### config.mk
export PLATFORM = sky130hd
export DESIGN_NAME = karatsuba_12bit
export DESIGN_NICKNAME = d
export VERILOG_FILES = /design/src/rtl/float_mac_pkg.sv /design/src/rtl/kara_mul_small.sv /design/src/rtl/karatsuba_12bit.sv
export SDC_FILE = /design/constraint.sdc
export NUM_CORES = 1
export LEC_CHECK = 0
export BUFFER_PORTS_ARGS = -buffer_cell sky130_fd_sc_hd__clkbuf_2
export CORE_AREA = 2 2 147 149
export DETAILED_ROUTE_END_ITERATION = 6
export DIE_AREA = 0 0 149 151
export PLACE_DENSITY_LB_ADDON = 0.3
export SETUP_SLACK_MARGIN = 0.05
export SLEW_MARGIN = 10
export SYNTH_ARGS = -nofsm -noshare
export SYNTH_HDL_FRONTEND = slang
export SYNTH_SLANG_ARGS = --single-unit
### constraint.sdc
create_clock -name clk -period 6.45 [get_ports clk]
set_input_delay 1.935 -clock clk [delete_from_list [all_inputs] [get_ports clk]]
set_output_delay 1.935 -clock clk [all_outputs]
set_load 0.02 [all_outputs]
### src/rtl/float_mac_pkg.sv
// float_mac_pkg
//   Shared widths and types for the float_MAC mantissa datapath.
//   MANT_W : mantissa operand width
//   HALF_W : width of one Karatsuba half
//   PROD_W : full mantissa product width
package float_mac_pkg;
  localparam int MANT_W = 12;
  localparam int HALF_W = 6;
  localparam int PROD_W = 24;

  typedef logic [MANT_W-1:0] mant_t;
  typedef logic [PROD_W-1:0] prod_t;
endpackage

### src/rtl/kara_mul_small.sv
// kara_mul_small
//   Unsigned combinational W x W -> 2W multiplier (schoolbook partial
//   products summed in a single combinational block).
// Ports
//   i_a  in   W    unsigned multiplicand
//   i_b  in   W    unsigned multiplier
//   o_p  out  2W   unsigned product i_a*i_b
module kara_mul_small #(
  parameter int W = 6
) (
  input  logic [W-1:0]   i_a,
  input  logic [W-1:0]   i_b,
  output logic [2*W-1:0] o_p
);

  logic [2*W-1:0] w_pp [W];

  // One shifted copy of i_a per set bit of i_b.
  generate
    for (genvar gi = 0; gi < W; gi++) begin : g_pp
      assign w_pp[gi] = i_b[gi] ? ({{W{1'b0}}, i_a} << gi) : '0;
    end
  endgenerate

  always_comb begin
    o_p = '0;
    for (int i = 0; i < W; i++) begin
      o_p = o_p + w_pp[i];
    end
  end

endmodule

### src/rtl/karatsuba_12bit.sv
// karatsuba_12bit
//   Unsigned 12x12 -> 24-bit multiplier for the float_MAC mantissa path.
//   One-level Karatsuba split into 6-bit halves (three narrow products),
//   two registered stages, one operand pair accepted per clock.
// Ports
//   clk        in   1   clock, rising edge
//   rst_n      in   1   synchronous active-low reset
//   in_valid   in   1   a/b carry a new pair this cycle
//   a          in   12  unsigned multiplicand
//   b          in   12  unsigned multiplier
//   out        out  24  registered product
//   out_valid  out  1   out holds the product of the pair accepted 2 edges earlier
module karatsuba_12bit
  import float_mac_pkg::*;
(
  input  logic              clk,
  input  logic              rst_n,
  input  logic              in_valid,
  input  logic [MANT_W-1:0] a,
  input  logic [MANT_W-1:0] b,
  output logic [PROD_W-1:0] out,
  output logic              out_valid
);

  // Operand split and pre-adders.
  logic [HALF_W-1:0]     w_ah, w_al, w_bh, w_bl;
  logic [HALF_W:0]       w_sa, w_sb;
  logic [2*HALF_W-1:0]   w_z2, w_z0;
  logic [2*HALF_W+1:0]   w_zm;

  assign w_ah = a[MANT_W-1:HALF_W];
  assign w_al = a[HALF_W-1:0];
  assign w_bh = b[MANT_W-1:HALF_W];
  assign w_bl = b[HALF_W-1:0];

  // Max 63+63 = 126, so the 7-bit sums never wrap.
  assign w_sa = {1'b0, w_ah} + {1'b0, w_al};
  assign w_sb = {1'b0, w_bh} + {1'b0, w_bl};

  kara_mul_small #(.W(HALF_W))   u_mul_z2 (.i_a(w_ah), .i_b(w_bh), .o_p(w_z2));
  kara_mul_small #(.W(HALF_W))   u_mul_z0 (.i_a(w_al), .i_b(w_bl), .o_p(w_z0));
  kara_mul_small #(.W(HALF_W+1)) u_mul_zm (.i_a(w_sa), .i_b(w_sb), .o_p(w_zm));

  // Stage 1 registers.
  logic [2*HALF_W-1:0] r_z2, r_z0;
  logic [2*HALF_W+1:0] r_zm;
  logic                r_v1;

  // Stage 2 registers.
  prod_t               r_out;
  logic                r_out_valid;

  // Recombination. zm >= z2 + z0 always, so z1 never underflows; the final
  // sum is at most 0xFFE001, so 24-bit arithmetic loses nothing.
  logic [2*HALF_W+1:0] w_z1;
  prod_t               w_sum;

  assign w_z1  = r_zm - (2*HALF_W+2)'(r_z2) - (2*HALF_W+2)'(r_z0);
  assign w_sum = (PROD_W'(r_z2) << (2*HALF_W))
               + (PROD_W'(w_z1) << HALF_W)
               +  PROD_W'(r_z0);

  always_ff @(posedge clk) begin
    if (!rst_n) begin
      r_z2        <= '0;
      r_z0        <= '0;
      r_zm        <= '0;
      r_v1        <= 1'b0;
      r_out       <= '0;
      r_out_valid <= 1'b0;
    end else begin
      // Stages advance every cycle; the valid bit only qualifies the data.
      r_z2        <= w_z2;
      r_z0        <= w_z0;
      r_zm        <= w_zm;
      r_v1        <= in_valid;
      r_out       <= w_sum;
      r_out_valid <= r_v1;
    end
  end

  assign out       = r_out;
  assign out_valid = r_out_valid;

endmodule

* Word level (Yosys, flattened, before mapping)
Cells that the tools add are included.
Widths: inputs -> output; s select.
** Word-level totals
- Bits in registers :: 64
- Latch bits :: 0
- Bits in writable memories :: 0
- ROM bits :: 0
- Input bits :: 27
- Output and inout port bits :: 25
- Memories :: 0
** Cells by class
- $add $sub $neg :: 22
- Multipliers :: 0
- Divide/modulo/power cells :: 0
- Order comparisons :: 0
- Equality and inequality tests :: 0
- Shift-type cells :: 0
- Mux-type cells :: 19
- Bitwise logic cells :: 0
- Reductions and logical operators :: 0
** Operators with widths (number)
- $add 12x12->12 :: 4
- $mux 11 :: 3
- $mux 10 :: 3
- $add 14x14->14 :: 2
- $sub 14x12->14 :: 2
- $mux 9 :: 3
- $add 12x10->12 :: 2
- $add 12x11->12 :: 2
- $add 12x9->12 :: 2
- $add 24x12->24 :: 1
- $add 24x20->24 :: 1
- $mux 8 :: 3
- $mux 7 :: 3
- $add 14x10->14 :: 1
- $add 14x11->14 :: 1
- $add 14x12->14 :: 1
- $add 14x13->14 :: 1
- $add 6x6->7 :: 2
- $mux 13 :: 1
- $mux 12 :: 1
- $mux 6 :: 2

* Depth between registers and ports, before layout
Gate-level depths: netlist of run 1.
- Depth in word-level cells :: 8
- Gate-level depth with buffers :: 21
- Mapped depth without buffers :: 21

* Hierarchy
From an unflattened synthesis of run 1, not the netlist that was laid out.
** Unflattened totals
- Cells, all modules :: 828
- Area, all modules :: 7404.6 sq um
** Modules (own cells, without submodules)
- karatsuba_12bit :: instances 1, cells an instance 402, area an instance 3803.6 sq um, sequential area each 1281.2 sq um
- kara_mul_small at u_mul_zm :: instances 1, cells an instance 178, area an instance 1480.2 sq um, sequential area each 0.0 sq um
- kara_mul_small at u_mul_z0 :: instances 1, cells an instance 124, area an instance 1062.3 sq um, sequential area each 0.0 sq um
- kara_mul_small at u_mul_z2 :: instances 1, cells an instance 124, area an instance 1058.5 sq um, sequential area each 0.0 sq um

* Worst setup path after synthesis of run 1
Ideal clock, no wire load.
- Path type :: input -> register
- Start :: input b[0]
- End :: register r_zm[13]
- Library setup time :: 0.133 ns
- Arrival :: 6.787 ns
- Required time :: 6.317 ns
- Slack :: -0.471 ns
- Stages :: 17
- Cell sequence :: ha_1 -> fa_1 -> a21o_1 -> a21oi_1 -> o21ai_0 -> a21oi_1 -> nor2_1 -> fa_1 -> fa_1 -> fa_1 -> fa_1 -> fa_1 -> a21oi_1 -> o21ai_0 -> a2111oi_0 -> or3_1 -> a21oi_1
** On the way
- Longest elaborated chain between the ends :: 8
** RTL lines
- from (decl) :: RTL line karatsuba_12bit.sv:20 : input logic [MANT_W-1:0] b,
- $add 6x6->7 * :: RTL line karatsuba_12bit.sv:38 : assign w_sb = {1'b0, w_bh} + {1'b0, w_bl};
- $mux 7 or $mux 8 (tied branches) :: RTL line kara_mul_small.sv:21 : assign w_pp[gi] = i_b[gi] ? ({{W{1'b0}}, i_a} << gi) : '0;
- $add 14x14->14 (2 in a row) :: RTL line kara_mul_small.sv:28 : o_p = o_p + w_pp[i];
- $add 14x10->14 :: RTL line kara_mul_small.sv:28
- $add 14x11->14 :: RTL line kara_mul_small.sv:28
- $add 14x12->14 :: RTL line kara_mul_small.sv:28
- $add 14x13->14 * :: RTL line kara_mul_small.sv:28
- to (signal assigned) :: RTL line karatsuba_12bit.sv:75 : r_zm <= w_zm;
- to (decl) :: RTL line karatsuba_12bit.sv:46 : logic [2*HALF_W+1:0] r_zm;
Every way passes the cells marked *; elsewhere a longest branch is shown, timed or not.
A chain may end at the register's enable or synchronous reset.

* Worst setup path after layout of run 1
- Start :: input b[6]
- End :: register r_zm[13]
The elaborated chain is that of the path after synthesis.

==> flow_metrics.env, run 1 <==
export IMPL_post_drt_wl_per_cell_um=14.2
export IMPL_numCtsBuffers=9
export IMPL_cp_end_kind="flop"
export IMPL_drt_pre_antenna_iters=5
export IMPL_num_nets_final=1149
export IMPL_core_um2=20800
export IMPL_grt_antenna_before_repair=0
export IMPL_clk_path_buf_depth=2
export IMPL_route_met2_wl_um=8570
export IMPL_layout_min_cycle_time_ns=6.33
export IMPL_endpoint="r_zm[13]"
export IMPL_rows=53
export IMPL_startpoint_type="input port"
export IMPL_ys_types=57
export IMPL_finalHoldViolations=0
export IMPL_die_h_um=151
export IMPL_dieArea_um2=22500
export IMPL_grt_pass1_vias=5643
export IMPL_start_util_pct=34.5
export IMPL_ant_nets=0
export IMPL_synthFlopType="dfxtp_1"
export IMPL_cts_tree="yes"
export IMPL_grt_max_degree=49
export IMPL_setup_viol=0
export IMPL_rsz0062_at_grt="true"
export IMPL_drc=0
export IMPL_synth_yosys_warnings=0
export IMPL_r2r_end="out[22]"
export IMPL_cts_sinks=64
export IMPL_worstSkewPairLatency_ns=0.34
export IMPL_hpwlAfterDp_um=14400
export IMPL_startpoint="b[6]"
export IMPL_ys_ff_latch=64
export IMPL_drive_above_1_share_pct=19.8
export IMPL_max_freq_mhz=158
export IMPL_yosysMostFrequentCell="inv_1"
export IMPL_crit_required_ns=6.68
export IMPL_dr_max_layer_used="met4"
export IMPL_cts_max_level=3
export IMPL_synthTopCellsByCount="inv_1 (105), ha_1 (104), fa_1 (78), nor2_1 (70), nand2_1 (67)"
export IMPL_crit_type="in -> reg"
export IMPL_grt_pass1_wl_um=27600
export IMPL_worst_pin_slew_ns=0.943
export IMPL_maxSlewViolCount=0
export IMPL_hold_class="reg -> reg"
export IMPL_synth_seq_area_share_pct=17.8
export IMPL_worst_r2r_path_depth=17
export IMPL_fin_crit_sh_pct=98.1
export IMPL_synth_largest_area_cell="fa_1"
export IMPL_num_fill_cells=2091
export IMPL_path_clk_slew_ns=0.05
export IMPL_first_iter_violations=267
export IMPL_port_buffers=51
export IMPL_die_x_um=149
export IMPL_vias=5951
export IMPL_critPathArrivalTime_ns=6.56
export IMPL_r2r_slack_ns=2.06
export IMPL_ctsRootBufferMaster="clkbuf_16"
export IMPL_synth_top_area_share_pct=21.7
export IMPL_postCtsHoldBufs=0
export IMPL_r2r_start="r_z2[0]"
export IMPL_max_slew_margin_pct=37.1
export IMPL_synth_edf_count=0
export IMPL_netlist_instances=804
export IMPL_place_gp_congestion=0.859
export IMPL_wl_met1_um=8220
export IMPL_mappedNetlistNets=1013
export IMPL_tns_ns=0
export IMPL_vias_per_cell=4.88
export IMPL_async_flop_share_pct=0
export IMPL_status="finished clean"
export IMPL_synthTopCellsByArea="fa_1 (22%), ha_1 (18%), dfxtp_1 (18%)"
export IMPL_skew_ns=0.00914
export IMPL_drt_wl_total_um=17400
export IMPL_io_pin_count=52
export IMPL_maxCapViolCount=0
export IMPL_overflow=0
export IMPL_diodes=0
export IMPL_syn_area_um2=7190
export IMPL_dr_wl_met3_um=399
export IMPL_area_delta_synth_final_pct=24.3
export IMPL_critPathMaxFanout=3
export IMPL_syn_avg_cell_area_um2=8.95
export IMPL_grt_util_all_layers_pct=15.7
stage by stage:
stage	setup slack [ns]	instances	util [%]	hold WS [ns]	instance area [µm²]
5_1_grt	-0.0650	1220	42.9	0.478	8940
2_1_floorplan	0.0503	804	-	0.412	7250
3_5_place_dp	-0.316	1199	40.3	0.422	8400
4_1_cts	0.0726	1215	42.0	0.435	8740
3_3_place_gp	-0.257	1199	40.3	0.414	8400
6_report	0.121	1220	42.9	0.431	8940
layer usage:
metal	GRT usage (%)	vias up
met2	26.6	64
met5	0	-
met3	2.92	9
met1	21.2	2910
li1	-	2968
met4	2.81	0
cell type report:
type | count | area [µm²] | area share, %
inverters | 105 | 394 | 4.41
flip-flops and latches | 64 | 1280 | 14.3
well taps | 275 | 344 | 3.85
clock buffers | 12 | 256 | 2.87
clock inverters | 4 | 76.3 | 0.854
multi-input cells | 627 | 5680 | 63.6
repair buffers | 133 | 901 | 10.1
critical path, stage by stage:
cell and delay [ns]:
buf_8 0.10, ha_4 0.15, fa_2 0.36, a21o_1 0.20
a21oi_4 0.24, buf_6 0.14, xnor2_2 0.11, nand2b_1 0.09
fa_1 0.49, fa_1 0.53, inv_1 0.06, fa_2 0.55
ha_1 0.22, ha_2 0.20, fa_2 0.37, a21oi_4 0.20
o21ai_4 0.08, a2111oi_4 0.31, or3_1 0.16, a21oi_1 0.05
repair_timing:
action,in CTS,in global routing
gates resized for setup,1,37
buffers inserted,0,5
setup endpoints to repair,1,3
endpoints found under the hold margin,0,0
pin swaps,0,25
state kept, by name, summed over array words and instances, names as in the netlist:
| name | flops |
|---|---|
| r_v1 | 1 |
| r_zm | 14 |
| out_valid | 1 |
| out | 24 |
| r_z2 | 12 |
| r_z0 | 12 |
cells in the final DEF, fill, tap and decap left out, drive strengths merged, types with 3 or more instances in the layout:
cell,count
inv,105
ha,104
buf,85
fa,78
nor2,70
nand2,67
dfxtp,64
clkbuf,60
and2,51
a21oi,37
o21ai,31
xnor2,23
xor2,14
a21o,13
o21a,11
nor3,11
nand3,10
nand2b,9
o21bai,9
mux2i,8
nor4,5
or3,5
or2,5
a211oi,5
and3,5
a31oi,5
a2111oi,5
nor2b,4
o211ai,3
a21boi,3
nand4,3
nor3b,3
worst min path at each step:
| stage | start | to | slack [ns] | cells after the start |
|---|---|---|---|---|
| floorplan | r_v1 | out_valid | 0.41 | 1 |
| global placement | r_v1 | out_valid | 0.41 | 1 |
| detailed placement | r_v1 | out_valid | 0.42 | 1 |
| CTS | r_v1 | out_valid | 0.44 | 1 |
| global route | r_v1 | out_valid | 0.48 | 1 |
| finish | r_v1 | out_valid | 0.43 | 1 |
logic make-up after synthesis:
group	Yosys count	synth area share (%)
AO/OA/AOI/OAI	147	13.7
XOR/XNOR	37	4.51
adder cells (fa/ha/maj)	182	39.8
buffers and inverters	113	5.90
flip-flops	64	17.8
multiplexers	9	1.27
AND/OR/NAND/NOR	252	17.0
Power of run 1 is left out: the tool's default activity adds up to more than one toggle a clock period on the data nets, which glitch-free logic cannot reach.
==> run 2, diff against run 1 <==
--- a/config.mk
+++ b/config.mk
@@ -6,10 +6,11 @@
 export NUM_CORES = 1
 export LEC_CHECK = 0
 export BUFFER_PORTS_ARGS = -buffer_cell sky130_fd_sc_hd__clkbuf_2
-export CORE_AREA = 2 2 147 149
+export CORE_AREA = 10 10 126 128
 export DETAILED_ROUTE_END_ITERATION = 6
-export DIE_AREA = 0 0 149 151
+export DIE_AREA = 0 0 136 138
 export PLACE_DENSITY_LB_ADDON = 0.3
+export REMOVE_ABC_BUFFERS = 1
 export SETUP_SLACK_MARGIN = 0.05
 export SLEW_MARGIN = 10
 export SYNTH_ARGS = -nofsm -noshare
==> flow_metrics.env, run 2 (same netlist as run 1, synthesis figures left out) <==
export IMPL_gr_usage_met2_pct=30.5
export IMPL_met3_usage_pct=2.54
export IMPL_cts_tree="yes"
export IMPL_startpoint_type="input port"
export IMPL_cts_sinks=64
export IMPL_rows=43
export IMPL_max_slew_margin_pct=65.9
export IMPL_final_common_cell="inv_1"
export IMPL_path_clk_slew_ns=0.05
export IMPL_die_x_um=136
export IMPL_crit_required_ns=6.66
export IMPL_skew_ns=0.00620
export IMPL_crit_type="in -> reg"
export IMPL_cp_end_kind="flop"
export IMPL_hpwlAfterDp_um=13800
export IMPL_port_buffers=51
export IMPL_drt_wl_total_um=16800
export IMPL_start_util_pct=53.3
export IMPL_dieArea_um2=18800
export IMPL_met1_usage_pct=23.3
export IMPL_worst_pin_slew_ns=0.508
export IMPL_maxSlewViolCount=0
export IMPL_setup_viol=0
export IMPL_rsz0062_at_grt="true"
export IMPL_first_iter_violations=354
export IMPL_timing_final_ws_setup_ns=0.154
export IMPL_ant_nets=0
export IMPL_num_fill_cells=1155
export IMPL_max_freq_mhz=159
export IMPL_layout_min_cycle_time_ns=6.30
export IMPL_post_drt_wl_per_cell_um=14.9
export IMPL_drt_pre_antenna_iters=5
export IMPL_vias_per_cell=5.19
export IMPL_grt_pass1_wl_um=28000
export IMPL_critPathMaxFanout=3
export IMPL_grt_util_all_layers_pct=17.9
export IMPL_grt_max_degree=50
export IMPL_cts_max_level=3
export IMPL_grt_busiest_layer="met2"
export IMPL_die_h_um=138
export IMPL_utilization_pct=65.4
export IMPL_grt_antenna_before_repair=1
export IMPL_grt_pass1_vias=5977
export IMPL_maxCapViolCount=0
export IMPL_critPathArrivalTime_ns=6.51
export IMPL_io_pin_count=52
export IMPL_hold_class="reg -> reg"
export IMPL_place_gp_congestion=0.962
export IMPL_r2r_slack_ns=2.08
export IMPL_numCtsBuffers=9
export IMPL_worstSkewPairLatency_ns=0.34
export IMPL_num_nets_final=1148
export IMPL_vias=5840
export IMPL_ctsRootBufferMaster="clkbuf_16"
export IMPL_finalHoldViolations=0
export IMPL_place_ws_ns=-0.736
export IMPL_drive_above_1_share_pct=19.9
export IMPL_final_cell_mix="inv_1 (105), ha_1 (95), buf_4 (80)"
export IMPL_largest_register_ffs=24
export IMPL_drc=0
export IMPL_overflow=0
export IMPL_core_um2=13500
export IMPL_status="finished clean"
export IMPL_fin_crit_sh_pct=97.6
export IMPL_clk_path_buf_depth=2
export IMPL_area_delta_synth_final_pct=22.8
[run 2: cell types whose count changed in the layout (fill, tap and decap cells not counted), moves of 2 or more]
| cell | before | now |
|---|---|---|
| buf_6 | 4 | 1 |
| xnor2_2 | 4 | 2 |
| ha_1 | 98 | 95 |
| ha_2 | 2 | 0 |
| clkbuf_2 | 48 | 51 |
| inv_6 | 0 | 2 |
| ha_4 | 4 | 9 |
[run 2: layout make-up]
cell class / instances / area (µm²) / area share [%]
Sequential cell: 64 / 1280 / 14.5
Inverter: 105 / 394 / 4.46
Clock buffer: 11 / 253 / 2.86
Multi-Input combinational cell: 627 / 5720 / 64.8
Timing Repair Buffer: 132 / 867 / 9.82
Antenna cell: 1 / 2.50 / 0.0283
Tap cell: 180 / 225 / 2.55
Clock inverter: 5 / 86.3 / 0.977
[run 2: final timing paths]
| check | from | to | cells after the start |
|---|---|---|---|
| worst min register to register | r_v1 | out_valid | 1 |
| worst max-delay path | b[1] | r_zm[11] | 20 |
| worst max register to register | r_z2[0] | out[22] | 17 |
| worst min-delay path | r_v1 | out_valid | 1 |
[run 2: metal layers]
metal,vias to the layer above,wire [µm],share of wire [%]
li1,2974,-,-
met1,2748,7660,46
met2,100,8350,50
met3,18,597,3.6
met4,0,210,1.2
met5,-,0,0
[run 2: timing repair]
item	in CTS	in global routing
buffers inserted	4	1
pin swaps	14	25
resized for setup	21	24
hold buffers	0	0
setup endpoints to repair	3	4
[run 2: worst max-delay path, stage by stage]
cell and delay [ns]:
clkbuf_2 0.13, ha_1 0.30, a21o_1 0.19, a21oi_2 0.20, nor4_1 0.08, or3_1 0.40, nand2_1 0.12, fa_1 0.42
fa_1 0.54, inv_1 0.05, fa_2 0.56, ha_4 0.21, ha_4 0.17, fa_2 0.38, a21oi_4 0.16, o21ai_2 0.10
buf_4 0.13, a21oi_1 0.16, xor2_1 0.20, nor2_1 0.06
[run 2: metrics by stage]
step / hold WS, ns / area (µm²) / setup TNS (ns) / std cells
3_3_place_gp: 0.419 / 8210 / -1.58 / 1103
3_5_place_dp: 0.419 / 8210 / -2.07 / 1103
5_1_grt: 0.452 / 8830 / -0.0428 / 1124
2_1_floorplan: 0.412 / 7160 / -0.996 / 796
6_report: 0.429 / 8830 / 0 / 1125
4_1_cts: 0.432 / 8640 / 0 / 1123
Power of run 2 is left out for the same reason.
